<file path="config.mk">
export PLATFORM = sky130hd
export DESIGN_NAME = mdio_arbiter_flat
export DESIGN_NICKNAME = d
export VERILOG_FILES = /design/src/rtl/mdio_pkg.sv /design/src/rtl/mdio_if.sv /design/src/rtl/mdio_rr_arbiter.sv /design/src/rtl/mdio_arbiter.sv /design/src/flat_wrapper.sv
export SDC_FILE = /design/constraint.sdc
export NUM_CORES = 1
export LEC_CHECK = 0
export ABC_CLOCK_PERIOD_IN_PS = 2800
export CORE_MARGIN = 10
export CORE_UTILIZATION = 35
export CTS_CLUSTER_DIAMETER = 30
export DETAILED_ROUTE_END_ITERATION = 12
export PLACE_DENSITY = 0.65
export SLEW_MARGIN = 20
export SYNTH_ARGS = -nofsm -noshare
export SYNTH_HDL_FRONTEND = slang
export SYNTH_HIERARCHICAL = 1
export SYNTH_SLANG_ARGS = --single-unit
</file>
<file path="constraint.sdc">
create_clock -name clk -period 2.8 [get_ports clk]
set_input_delay 0.56 -clock clk [delete_from_list [all_inputs] [get_ports clk]]
set_output_delay 0.56 -clock clk [all_outputs]
set_load 0.05 [all_outputs]
</file>
<file path="src/rtl/mdio_pkg.sv">
// mdio_pkg: MDIO frame field widths, ST/OP/TA constants, FSM state type and latched frame record
package mdio_pkg;
  typedef enum logic [1:0] {IDLE, FRAME, DONE} state_e;
  localparam int PHY_W = 5;
  localparam int REG_W = 5;
  localparam int DATA_W = 16;
  localparam int PRE_LEN = 32;
  localparam int FRAME_LEN = 64;
  localparam logic [1:0] ST = 2'b01;
  localparam logic [1:0] OP_WR = 2'b01;
  localparam logic [1:0] OP_RD = 2'b10;
  localparam logic [1:0] TA_WR = 2'b10;
  typedef struct packed {
    logic wr;
    logic [PHY_W-1:0] pa;
    logic [REG_W-1:0] ra;
    logic [DATA_W-1:0] d;
  } frame_t;
  function automatic logic [FRAME_LEN-1:0] frame_vec(input frame_t f);
    return {{PRE_LEN{1'b1}}, ST, f.wr ? OP_WR : OP_RD, f.pa, f.ra, TA_WR, f.d};
  endfunction
endpackage

</file>
<file path="src/rtl/mdio_if.sv">
// mdio_if: requester handshake bundle plus PHY MDC/MDIO pins
// master: requesters and PHY side; slave: the arbiter
interface mdio_if
  import mdio_pkg::*;
#(
  parameter int NUM_REQ = 4
);
  logic [NUM_REQ-1:0] req, op_write, ack;
  logic [PHY_W*NUM_REQ-1:0] phy_addr;
  logic [REG_W*NUM_REQ-1:0] reg_addr;
  logic [DATA_W*NUM_REQ-1:0] wdata;
  logic [DATA_W-1:0] rdata;
  logic busy, phy_mdc, phy_mdio_o, phy_mdio_t, phy_mdio_i;
  modport master (
    output req, op_write, phy_addr, reg_addr, wdata, phy_mdio_i,
    input ack, rdata, busy, phy_mdc, phy_mdio_o, phy_mdio_t
  );
  modport slave (
    input req, op_write, phy_addr, reg_addr, wdata, phy_mdio_i,
    output ack, rdata, busy, phy_mdc, phy_mdio_o, phy_mdio_t
  );
endinterface

</file>
<file path="src/rtl/mdio_rr_arbiter.sv">
// mdio_rr_arbiter: round-robin pick starting at last_grant+1; ports req_i, last_grant_i -> grant_o (one-hot), grant_idx_o
module mdio_rr_arbiter #(
  parameter int NUM_REQ = 4,
  parameter int IW = NUM_REQ > 1 ? $clog2(NUM_REQ) : 1
) (
  input  logic [NUM_REQ-1:0] req_i,
  input  logic [IW-1:0]      last_grant_i,
  output logic [NUM_REQ-1:0] grant_o,
  output logic [IW-1:0]      grant_idx_o
);
  // Walk from farthest to nearest so the nearest requester after last_grant wins.
  always_comb begin
    grant_o = '0;
    grant_idx_o = last_grant_i;
    for (int k = NUM_REQ; k >= 1; k--) begin
      if (req_i[(int'(last_grant_i) + k) % NUM_REQ]) begin
        grant_o = '0;
        grant_o[(int'(last_grant_i) + k) % NUM_REQ] = 1'b1;
        grant_idx_o = IW'((int'(last_grant_i) + k) % NUM_REQ);
      end
    end
  end
endmodule

</file>
<file path="src/rtl/mdio_arbiter.sv">
// mdio_arbiter: round-robin arbiter serialising NUM_REQ requesters onto one MDIO management bus
// Ports: clk, reset (sync active-high), bus (mdio_if.slave: req/op/addr/wdata in, ack/rdata/busy out, MDC/MDIO pins)
// Macro MDIO_PREAMBLE_SUPPRESS_EN: skip the preamble when PHYAD repeats the previous completed frame
module mdio_arbiter
  import mdio_pkg::*;
#(
  parameter int NUM_REQ = 4,
  parameter int MDC_DIV = 10
) (
  input logic   clk,
  input logic   reset,
  mdio_if.slave bus
);
  localparam int IW = NUM_REQ > 1 ? $clog2(NUM_REQ) : 1;
  localparam int DW = $clog2(2 * MDC_DIV);
  localparam logic [DW-1:0] D_HI = DW'(MDC_DIV);
  localparam logic [DW-1:0] D_END = DW'(2 * MDC_DIV - 1);
  localparam logic [6:0] P_PRE = 7'(PRE_LEN);
  localparam logic [6:0] P_TA = 7'(FRAME_LEN - DATA_W - 2);
  localparam logic [6:0] P_DATA = 7'(FRAME_LEN - DATA_W);
  localparam logic [6:0] P_END = 7'(FRAME_LEN);
  state_e state_q, state_d;
  logic [DW-1:0] div_q, div_d;
  logic [6:0] pos_q, pos_d;
  logic [IW-1:0] last_q, last_d, gidx;
  logic [NUM_REQ-1:0] oh_q, oh_d, grant;
  frame_t fr_q, fr_d;
  logic [DATA_W-1:0] sh_q, sh_d, rdata_q, rdata_d;
  logic [FRAME_LEN-1:0] vec;
  logic arb, skip, bit_end, last_bit, sample, rel;
  mdio_rr_arbiter #(.NUM_REQ(NUM_REQ), .IW(IW)) u_rr (
    .req_i(bus.req),
    .last_grant_i(last_q),
    .grant_o(grant),
    .grant_idx_o(gidx)
  );
`ifdef MDIO_PREAMBLE_SUPPRESS_EN
  logic [PHY_W-1:0] lpa_q;
  logic lpv_q;
  always_ff @(posedge clk)
    if (reset) begin
      lpv_q <= 1'b0;
      lpa_q <= '0;
    end else if (state_q == DONE) begin
      lpv_q <= 1'b1;
      lpa_q <= fr_q.pa;
    end
  assign skip = lpv_q && lpa_q == bus.phy_addr[gidx*PHY_W +: PHY_W];
`else
  assign skip = 1'b0;
`endif
  always_ff @(posedge clk)
    state_q <= reset ? IDLE : state_d;
  always_comb begin
    bit_end = div_q == D_END;
    last_bit = state_q == FRAME && pos_q == P_END && bit_end;
    arb = state_q == IDLE && |bus.req;
    state_d = state_q == IDLE ? (arb ? FRAME : IDLE) :
              state_q == FRAME ? (last_bit ? DONE : FRAME) : IDLE;
  end
  // pos_q is the absolute bit index in the 64-bit frame; index 64 is the trailing idle bit.
  always_comb begin
    div_d = state_q == FRAME && !bit_end ? div_q + 1'b1 : '0;
    pos_d = state_q == IDLE ? (skip ? P_PRE : 7'd0) : state_q == FRAME && bit_end ? pos_q + 1'b1 : pos_q;
    last_d = arb ? gidx : last_q;
    oh_d = arb ? grant : oh_q;
    fr_d = arb ? frame_t'({bus.op_write[gidx], bus.phy_addr[gidx*PHY_W +: PHY_W],
                           bus.reg_addr[gidx*REG_W +: REG_W], bus.wdata[gidx*DATA_W +: DATA_W]}) : fr_q;
    sample = state_q == FRAME && div_q == D_HI && !fr_q.wr && pos_q >= P_DATA && pos_q < P_END;
    sh_d = sample ? {sh_q[DATA_W-2:0], bus.phy_mdio_i} : sh_q;
    rdata_d = last_bit && !fr_q.wr ? sh_q : rdata_q;
  end
  always_ff @(posedge clk)
    if (reset) begin
      div_q <= '0;
      pos_q <= '0;
      last_q <= IW'(NUM_REQ - 1);
      oh_q <= '0;
      fr_q <= '0;
      sh_q <= '0;
      rdata_q <= '0;
    end else begin
      div_q <= div_d;
      pos_q <= pos_d;
      last_q <= last_d;
      oh_q <= oh_d;
      fr_q <= fr_d;
      sh_q <= sh_d;
      rdata_q <= rdata_d;
    end
  // Reads release the bus from TA onward; every frame releases it for the idle bit.
  always_comb begin
    vec = frame_vec(fr_q);
    rel = pos_q[6] || (!fr_q.wr && pos_q >= P_TA);
    bus.busy = state_q != IDLE;
    bus.phy_mdc = state_q == FRAME && div_q >= D_HI;
    bus.phy_mdio_t = state_q != FRAME || rel;
    bus.phy_mdio_o = state_q != FRAME || rel || vec[6'd63 - pos_q[5:0]];
    bus.ack = state_q == DONE ? oh_q : '0;
    bus.rdata = rdata_q;
  end
endmodule

</file>
<file path="src/flat_wrapper.sv">
// flat-port wrapper written by rule: the top's interface ports become plain ports
module mdio_arbiter_flat import mdio_pkg::*;
#(
  parameter int NUM_REQ = 4,
  parameter int MDC_DIV = 10
)
  (clk, reset, bus_req, bus_op_write, bus_phy_addr, bus_reg_addr, bus_wdata, bus_phy_mdio_i, bus_ack, bus_rdata, bus_busy, bus_phy_mdc, bus_phy_mdio_o, bus_phy_mdio_t);
  mdio_if #(.NUM_REQ(NUM_REQ)) bus_i ();
  input logic clk;
  input logic reset;
  input wire logic [$bits(bus_i.req)-1:0] bus_req;
  input wire logic [$bits(bus_i.op_write)-1:0] bus_op_write;
  input wire logic [$bits(bus_i.phy_addr)-1:0] bus_phy_addr;
  input wire logic [$bits(bus_i.reg_addr)-1:0] bus_reg_addr;
  input wire logic [$bits(bus_i.wdata)-1:0] bus_wdata;
  input wire logic [$bits(bus_i.phy_mdio_i)-1:0] bus_phy_mdio_i;
  output wire logic [$bits(bus_i.ack)-1:0] bus_ack;
  output wire logic [$bits(bus_i.rdata)-1:0] bus_rdata;
  output wire logic [$bits(bus_i.busy)-1:0] bus_busy;
  output wire logic [$bits(bus_i.phy_mdc)-1:0] bus_phy_mdc;
  output wire logic [$bits(bus_i.phy_mdio_o)-1:0] bus_phy_mdio_o;
  output wire logic [$bits(bus_i.phy_mdio_t)-1:0] bus_phy_mdio_t;
  assign bus_i.req = bus_req;
  assign bus_i.op_write = bus_op_write;
  assign bus_i.phy_addr = bus_phy_addr;
  assign bus_i.reg_addr = bus_reg_addr;
  assign bus_i.wdata = bus_wdata;
  assign bus_i.phy_mdio_i = bus_phy_mdio_i;
  assign bus_ack = bus_i.ack;
  assign bus_rdata = bus_i.rdata;
  assign bus_busy = bus_i.busy;
  assign bus_phy_mdc = bus_i.phy_mdc;
  assign bus_phy_mdio_o = bus_i.phy_mdio_o;
  assign bus_phy_mdio_t = bus_i.phy_mdio_t;
  mdio_arbiter #(.NUM_REQ(NUM_REQ), .MDC_DIV(MDC_DIV)) u_core (.clk(clk), .reset(reset), .bus(bus_i));
endmodule
</file>
Word-level counts from Yosys, hierarchy flattened --
Index checks and enable logic that the tools add are counted.
Storage, ports and cells: bits of input ports 115, word-level logic and storage cells 115, output and inout port bits 24, register bits 79
Cells by class: muxes and demuxes 38, equal/unequal tests 6, add/sub/neg operators 7, $lt $le $gt $ge 14, bitwise operators 5, shifts and indexed selects 3, $mul 1, reductions and logical operators 30
Operators by type and width (count):
- 64-bit by 7-bit indexed part select with 16-bit output | 1
- 20-bit by 6-bit indexed part select with 5-bit output | 2
- 4-bit two-way mux | 5
- 1-bit logical AND | 16
- 3-bit by 4-bit less-than comparator with 1-bit output (second input constant) | 4
- 2-bit two-way mux | 8
- 1-bit two-way mux | 15
- 7-bit by 6-bit >= comparator with 1-bit output (second input constant) | 2
- 3-bit by 1-bit >= comparator with 1-bit output (second input constant) | 4
- 2-bit OR reduction | 6
- 1-bit binary-select mux with 2-bit select | 5
- 1-bit demux with 2-bit select | 4
- 7-bit by 1-bit adder with 7-bit output (second input constant) | 1
- 7-bit equality test (second input constant) | 1
- 6-bit by 7-bit less-than comparator with 1-bit output (second input constant) | 1
- 7-bit less-than comparator (second input constant) | 1
- 1-bit binary-select mux with 6-bit select | 1
- 6-bit subtractor (first input constant) | 1
- 5-bit by 1-bit adder with 5-bit output (second input constant) | 1
- 5-bit by 4-bit equality test with 1-bit output (second input constant) | 1
- 5-bit equality test (second input constant) | 1
- 5-bit by 4-bit >= comparator with 1-bit output (second input constant) | 1
- 2-bit by 3-bit multiplier with 5-bit output (second input constant) | 1
- 2-bit by 1-bit adder with 2-bit output (second input constant) | 2
- other kinds (12) | 19

Longest topological paths before layout --
depth in word-level cells 12, depth in mapped cells 13, gate-level depth less buffers 9

By module --
The synthesis kept the hierarchy.
By module, submodules not included:
- mdio_arbiter | area each 4040.1 um^2, instances 1, sequential area each 1581.5 um^2, cells each 437
- mdio_rr_arbiter | area each 424.2 um^2, instances 1, sequential area each 0.0 um^2, cells each 51

Worst setup path before layout --
No wires, ideal clock.
path kind reg-to-reg, from register u_core.last_q[0], to register u_core/fr_q[10] in the netlist's numbering, path buffers 4, stages on the path, launching flop included 14, slack -306 ps, arrival time 2973 ps, setup time 132 ps, required time 2668 ps, clock period less this slack 3106 ps, cell sequence dfxtp_1 > buf_6 > inv_1 > ha_1 > buf_2 > mux2i_1 > mux2_2 > nor2b_2 > xnor2_1 > buf_2 > buf_4 > mux4_2 > nand2_1 > a21oi_1
Between the ends: longest elaborated chain between the ends 9, elaborated cells on any way between the ends 21, those cells by class 4 x add/sub; 1 x shift; 16 x mux
RTL lines:
- start, declared | line mdio_arbiter.sv:25 | logic [IW-1:0] last_q, last_d, gidx;
- start signal, assigned | line mdio_arbiter.sv:77 | last_q <= IW'(NUM_REQ - 1);
- start signal, assigned | line mdio_arbiter.sv:85 | last_q <= last_d;
- 2-bit by 1-bit adder with 2-bit output | line mdio_rr_arbiter.sv:16, mdio_rr_arbiter.sv:19
- 1-bit binary-select mux with 2-bit select | line mdio_rr_arbiter.sv:16 | if (req_i[(int'(last_grant_i) + k) % NUM_REQ]) begin
- 1-bit two-way mux (implied by the code) (2 in series) | line mdio_rr_arbiter.sv:16
- 2-bit two-way mux (3 in series) | line mdio_rr_arbiter.sv:16
- 2-bit two-way mux * | line mdio_rr_arbiter.sv:16
- named net u_core.gidx[0] | line mdio_arbiter.sv:25
- 64-bit by 7-bit indexed part select with 16-bit output * | line mdio_arbiter.sv:68 | bus.reg_addr[gidx*REG_W +: REG_W], bus.wdata[gidx*DATA_W +: DATA_W]}) : fr_q;
- end signal, assigned | line mdio_arbiter.sv:87 | fr_q <= fr_d;
- end, declared | line mdio_arbiter.sv:27 | frame_t fr_q, fr_d;
Mark *: on every way through the listed nets, which the timed path passes. The rest lies on a longest branch. The select of a mux whose other input is x is not followed. A chain may end at the register's enable or synchronous reset.

Final worst setup path --
from input bus_req[2], to register u_core/fr_q[3] in the netlist's numbering
Between the ends: longest elaborated chain between the ends 8, elaborated cells on any way between the ends 19, those cells by class 1 x shift; 16 x mux; 2 x reduce/logical
RTL lines:
- start, declared | line flat_wrapper.sv:11 | input wire logic [$bits(bus_i.req)-1:0] bus_req;
- 1-bit binary-select mux with 2-bit select | line mdio_rr_arbiter.sv:16
- 1-bit two-way mux (implied by the code) (2 in series) | line mdio_rr_arbiter.sv:16
- 2-bit two-way mux (3 in series) | line mdio_rr_arbiter.sv:16
- 2-bit two-way mux * | line mdio_rr_arbiter.sv:16
- named net u_core.gidx[0] | line mdio_arbiter.sv:25
- 64-bit by 7-bit indexed part select with 16-bit output * | line mdio_arbiter.sv:68
Marked as above.

==> results.tsv <==
stage	metric	value	unit
run_status	outcome	completed	
setup_path	cp.required	3.01	ns
pwr	cellPowerDensity	628.6	nW/um^2
yosys	synth_xor_area_share	1.570	%
global_route	grt_max_degree	42	
finish	seqCellArea	1587	um^2
setup_path	cp-start-kind	input port	
place	gp_congestion	0.7819	
floorplan	die-width	132.9	um
pwr	power	0.004107	W
place	hpwl	10000	um
place	port_buffers	138	
yosys	synth_cell_type_count	50	
global_route	grt_usage	13.87	%
yosys	synthTopCellsByArea	dfxtp_1, mux4_2, mux2i_1	
setup_path	rr_worst_depth	11	
timing	finalMaxSlewViolations	0	
setup_path	critPathKind	input port to flip-flop	
timing	setup_viol	0	
yosys	synth_nets	612	
yosys	synth-compound-area-share	11.97	%
finish	multi_input_area	2714	um^2
route	dr.pass1.iters	5	
route	drc	0	
clock_network	cts.sinks	79	
route	routedWlPerCell	15.78	um
finish	fillers	1160	
finish	syn2layout_area_growth	46.36	%
floorplan	initial_utilization	35.52	%
setup_path	r2r-start	u_core/last_q[0]$_SDFFE_PP1P_	
yosys	yosysTopAreaCell	dfxtp_1	
timing	relSlewSlack	53.75	%
yosys	synth_common_cells	dfxtp_1, nand2_1, a21oi_1, nor2_1	
setup_path	crit_arrival	2.91	ns
yosys	synth-adder-area-share	2.522	%
yosys	yosysTopAreaCellShare	35.43	%
timing	rsz0062_at_grt	no	
clock_network	clockRootBuffer	clkbuf_16	
global_route	grt-ovfl-total	0	
timing	fin_crit	2.701	ns
yosys	synth_most_common_cell	dfxtp_1	
yosys	synthCells	488	
route	vias_per_cell	5.073	
route	vias	4099	
clock_network	clock_latency	0.33	ns
run	max-cap-violations	0	
yosys	synth_top_family_by_area	multiplexers	
timing	worst_pin_slew	0.6937	ns
yosys	async_flop_share	0	%
yosys	synth_enable_flop_cells	0	
setup_path	cp-end-kind	flip-flop	
yosys	seq_area_frac_synth	35.43	%
floorplan	io-pin-count	139	
setup_path	reg2reg_setup_slack	0.16	ns
yosys	postSynthRegisterBits	79	
yosys	ys.flop_type	dfxtp_1	
clock_network	cts_tree	done	
yosys	netlist_area	4464	um^2
global_route	grt_pass1_wl	20650	um
clock_network	htree_levels	3	
global_route	grt_pass1_vias	4266	
min_path	min_to	u_core/fr_q[6]$_SDFFE_PP0P_	
finish	fin_area	6534	um^2
route	drt_first_iter_violations	277	
yosys	synthMuxAreaShare	22.62	%
clock_network	clkTransAtPathRegs	0.06	ns
route	ant_nets	0	
finish	layout-drive-gt1-share	15.72	%
setup_path	reg2reg_to	u_core/fr_q[3]$_SDFFE_PP0P_	
min_path	min_from	u_core/fr_q[6]$_SDFFE_PP0P_	
min_path	hold_class	flip-flop to flip-flop	
yosys	yosysWarnings	6	
setup_path	critPathMaxFanout	6	
timing	fin_skew	0.006613	ns
yosys	synth_simple_gate_area_share	20.68	%
floorplan	core_area	12570	um^2
pwr	ir_drop	422.7	uV
place	placed_area	6180	um^2
timing	fmax	370.2	MHz
clock_network	clockBufferDepth	2	
timing	setup_ws	0.09889	ns
clock_network	numCtsBuffers	9	
global_route	antenna_found_initial	0	
finish	diodes	0	
finish	nNetsFinal	755	
place	dpl_worst_slack	-0.3504	ns
timing	final.period_utilization	96.47	%
pwr	leakage	2.360	nW
floorplan	die_area	17670	um^2
min_path	holdPathStages	2	
yosys	syn_area_per_cell	9.148	um^2
timing	finalHoldViolCount	0	
floorplan	die_h	132.9	um
route	wirelength	12750	um
floorplan	num_rows	41	
==> sequential cells by signal, summed over array words and instances (netlist names) <==
name              cells
u_core/bus.rdata     16
u_core/div_q          5
u_core/fr_q          27
u_core/last_q         2
u_core/oh_q           4
u_core/pos_q          7
u_core/sh_q          16
u_core/state_q        2
==> report_power, final <==
group / switching (W) / internal [W]
Combinational: 0.000702 / 0.00101
Sequential: 0.0000700 / 0.00124
Clock: 0.000475 / 0.000610
Total: 0.00125 / 0.00286
==> layout make-up <==
type / instances / area share [%]
Timing Repair Buffer: 170 / 26.04
Tap cell: 172 / 3.294
Clock buffer: 9 / 3.447
Multi-Input combinational cell: 362 / 41.54
Sequential cell: 79 / 24.28
Clock inverter: 7 / 0.8809
Inverter: 9 / 0.5170
==> cells by family after synthesis <==
logic type / after synthesis
AO/OA/AOI/OAI: 96
AND/OR/NAND/NOR: 186
multiplexers: 63
buffers and inverters: 47
flip-flops: 79
adder cells (fa/ha/maj): 9
XOR/XNOR: 8
==> worst max path at each step <==
stage                                   from                           end  slack [ns]  cells after the start
2_1_floorplan  u_core/last_q[0]$_SDFFE_PP1P_  u_core/fr_q[10]$_SDFFE_PP0P_        0.04                     13
3_3_place_gp                      bus_req[1]  u_core/fr_q[16]$_SDFFE_PP0P_       -0.30                      9
3_5_place_dp                      bus_req[1]   u_core/fr_q[3]$_SDFFE_PP0P_       -0.35                      9
4_1_cts                           bus_req[0]  u_core/fr_q[16]$_SDFFE_PP0P_        0.03                      9
5_1_grt                           bus_req[2]   u_core/fr_q[1]$_SDFFE_PP0P_        0.02                     10
6_report                          bus_req[2]   u_core/fr_q[3]$_SDFFE_PP0P_         0.1                     10
==> per-layer routing <==
metal / share of wire, % / global-route usage, % / vias to the layer above
met5: 0 / 0 / -
met4: 0.98 / 3.851 / 0
met3: 6.8 / 4.807 / 7
met2: 49 / 23.22 / 126
met1: 43 / 16.44 / 1926
li1: - / - / 2040
==> stage by stage <==
| stage | hold WS, ns | util [%] | instances | setup TNS [ns] |
|---|---|---|---|---|
| floorplan | 0.4297 | - | 488 | 0 |
| global placement | 0.4405 | 49.17 | 790 | -7.300 |
| detailed placement | 0.4473 | 49.17 | 790 | -8.594 |
| CTS | 0.4562 | 51.51 | 806 | 0 |
| global route | 0.4812 | 51.99 | 808 | 0 |
| finish | 0.4554 | 51.99 | 808 | 0 |
==> layout by cell type (no fill, tap or decap), types with 2 or more instances in the layout <==
cell type	count
mux2i_1	30
nor2b_1	4
buf_4	28
o21ai_0	3
or3b_1	2
a22oi_1	7
nand3_1	23
nand2b_1	7
clkinv_4	2
nand2_1	78
clkinvlp_4	2
dlymetal6s2s_1	4
nor2b_4	2
dfxtp_1	77
buf_12	5
nor4_1	2
nor3_2	2
clkdlybuf4s50_1	131
nor2_1	36
inv_1	8
nor3b_1	2
a31oi_1	5
ha_1	8
or3_1	3
nand4_1	5
o211ai_1	4
and2_1	5
xnor2_1	6
clkbuf_16	10
o21ai_1	16
a21oi_1	56
nand4_2	2
mux2_2	2
mux4_2	30
nand3b_1	3
==> what timing repair did <==
item                       4_1_cts  5_1_grt
resized for setup                1        5
cloned                           0        1
setup endpoints to repair        1       20
setup buffers                    0        1
pin swaps                        0        1
hold endpoints to repair         0        0
hold buffers                     0        0
==> critical path, stage by stage <==
cell and delay (ns):
clkdlybuf4s50_1 0.46, mux4_2 0.48, nor2b_4 0.15, nor2b_4 0.15, xnor2_4 0.14, buf_12 0.14, buf_4 0.16, mux4_2 0.53
nand2_1 0.09, a21oi_1 0.05
No activity file was read; power rests on OpenSTA's default activity.
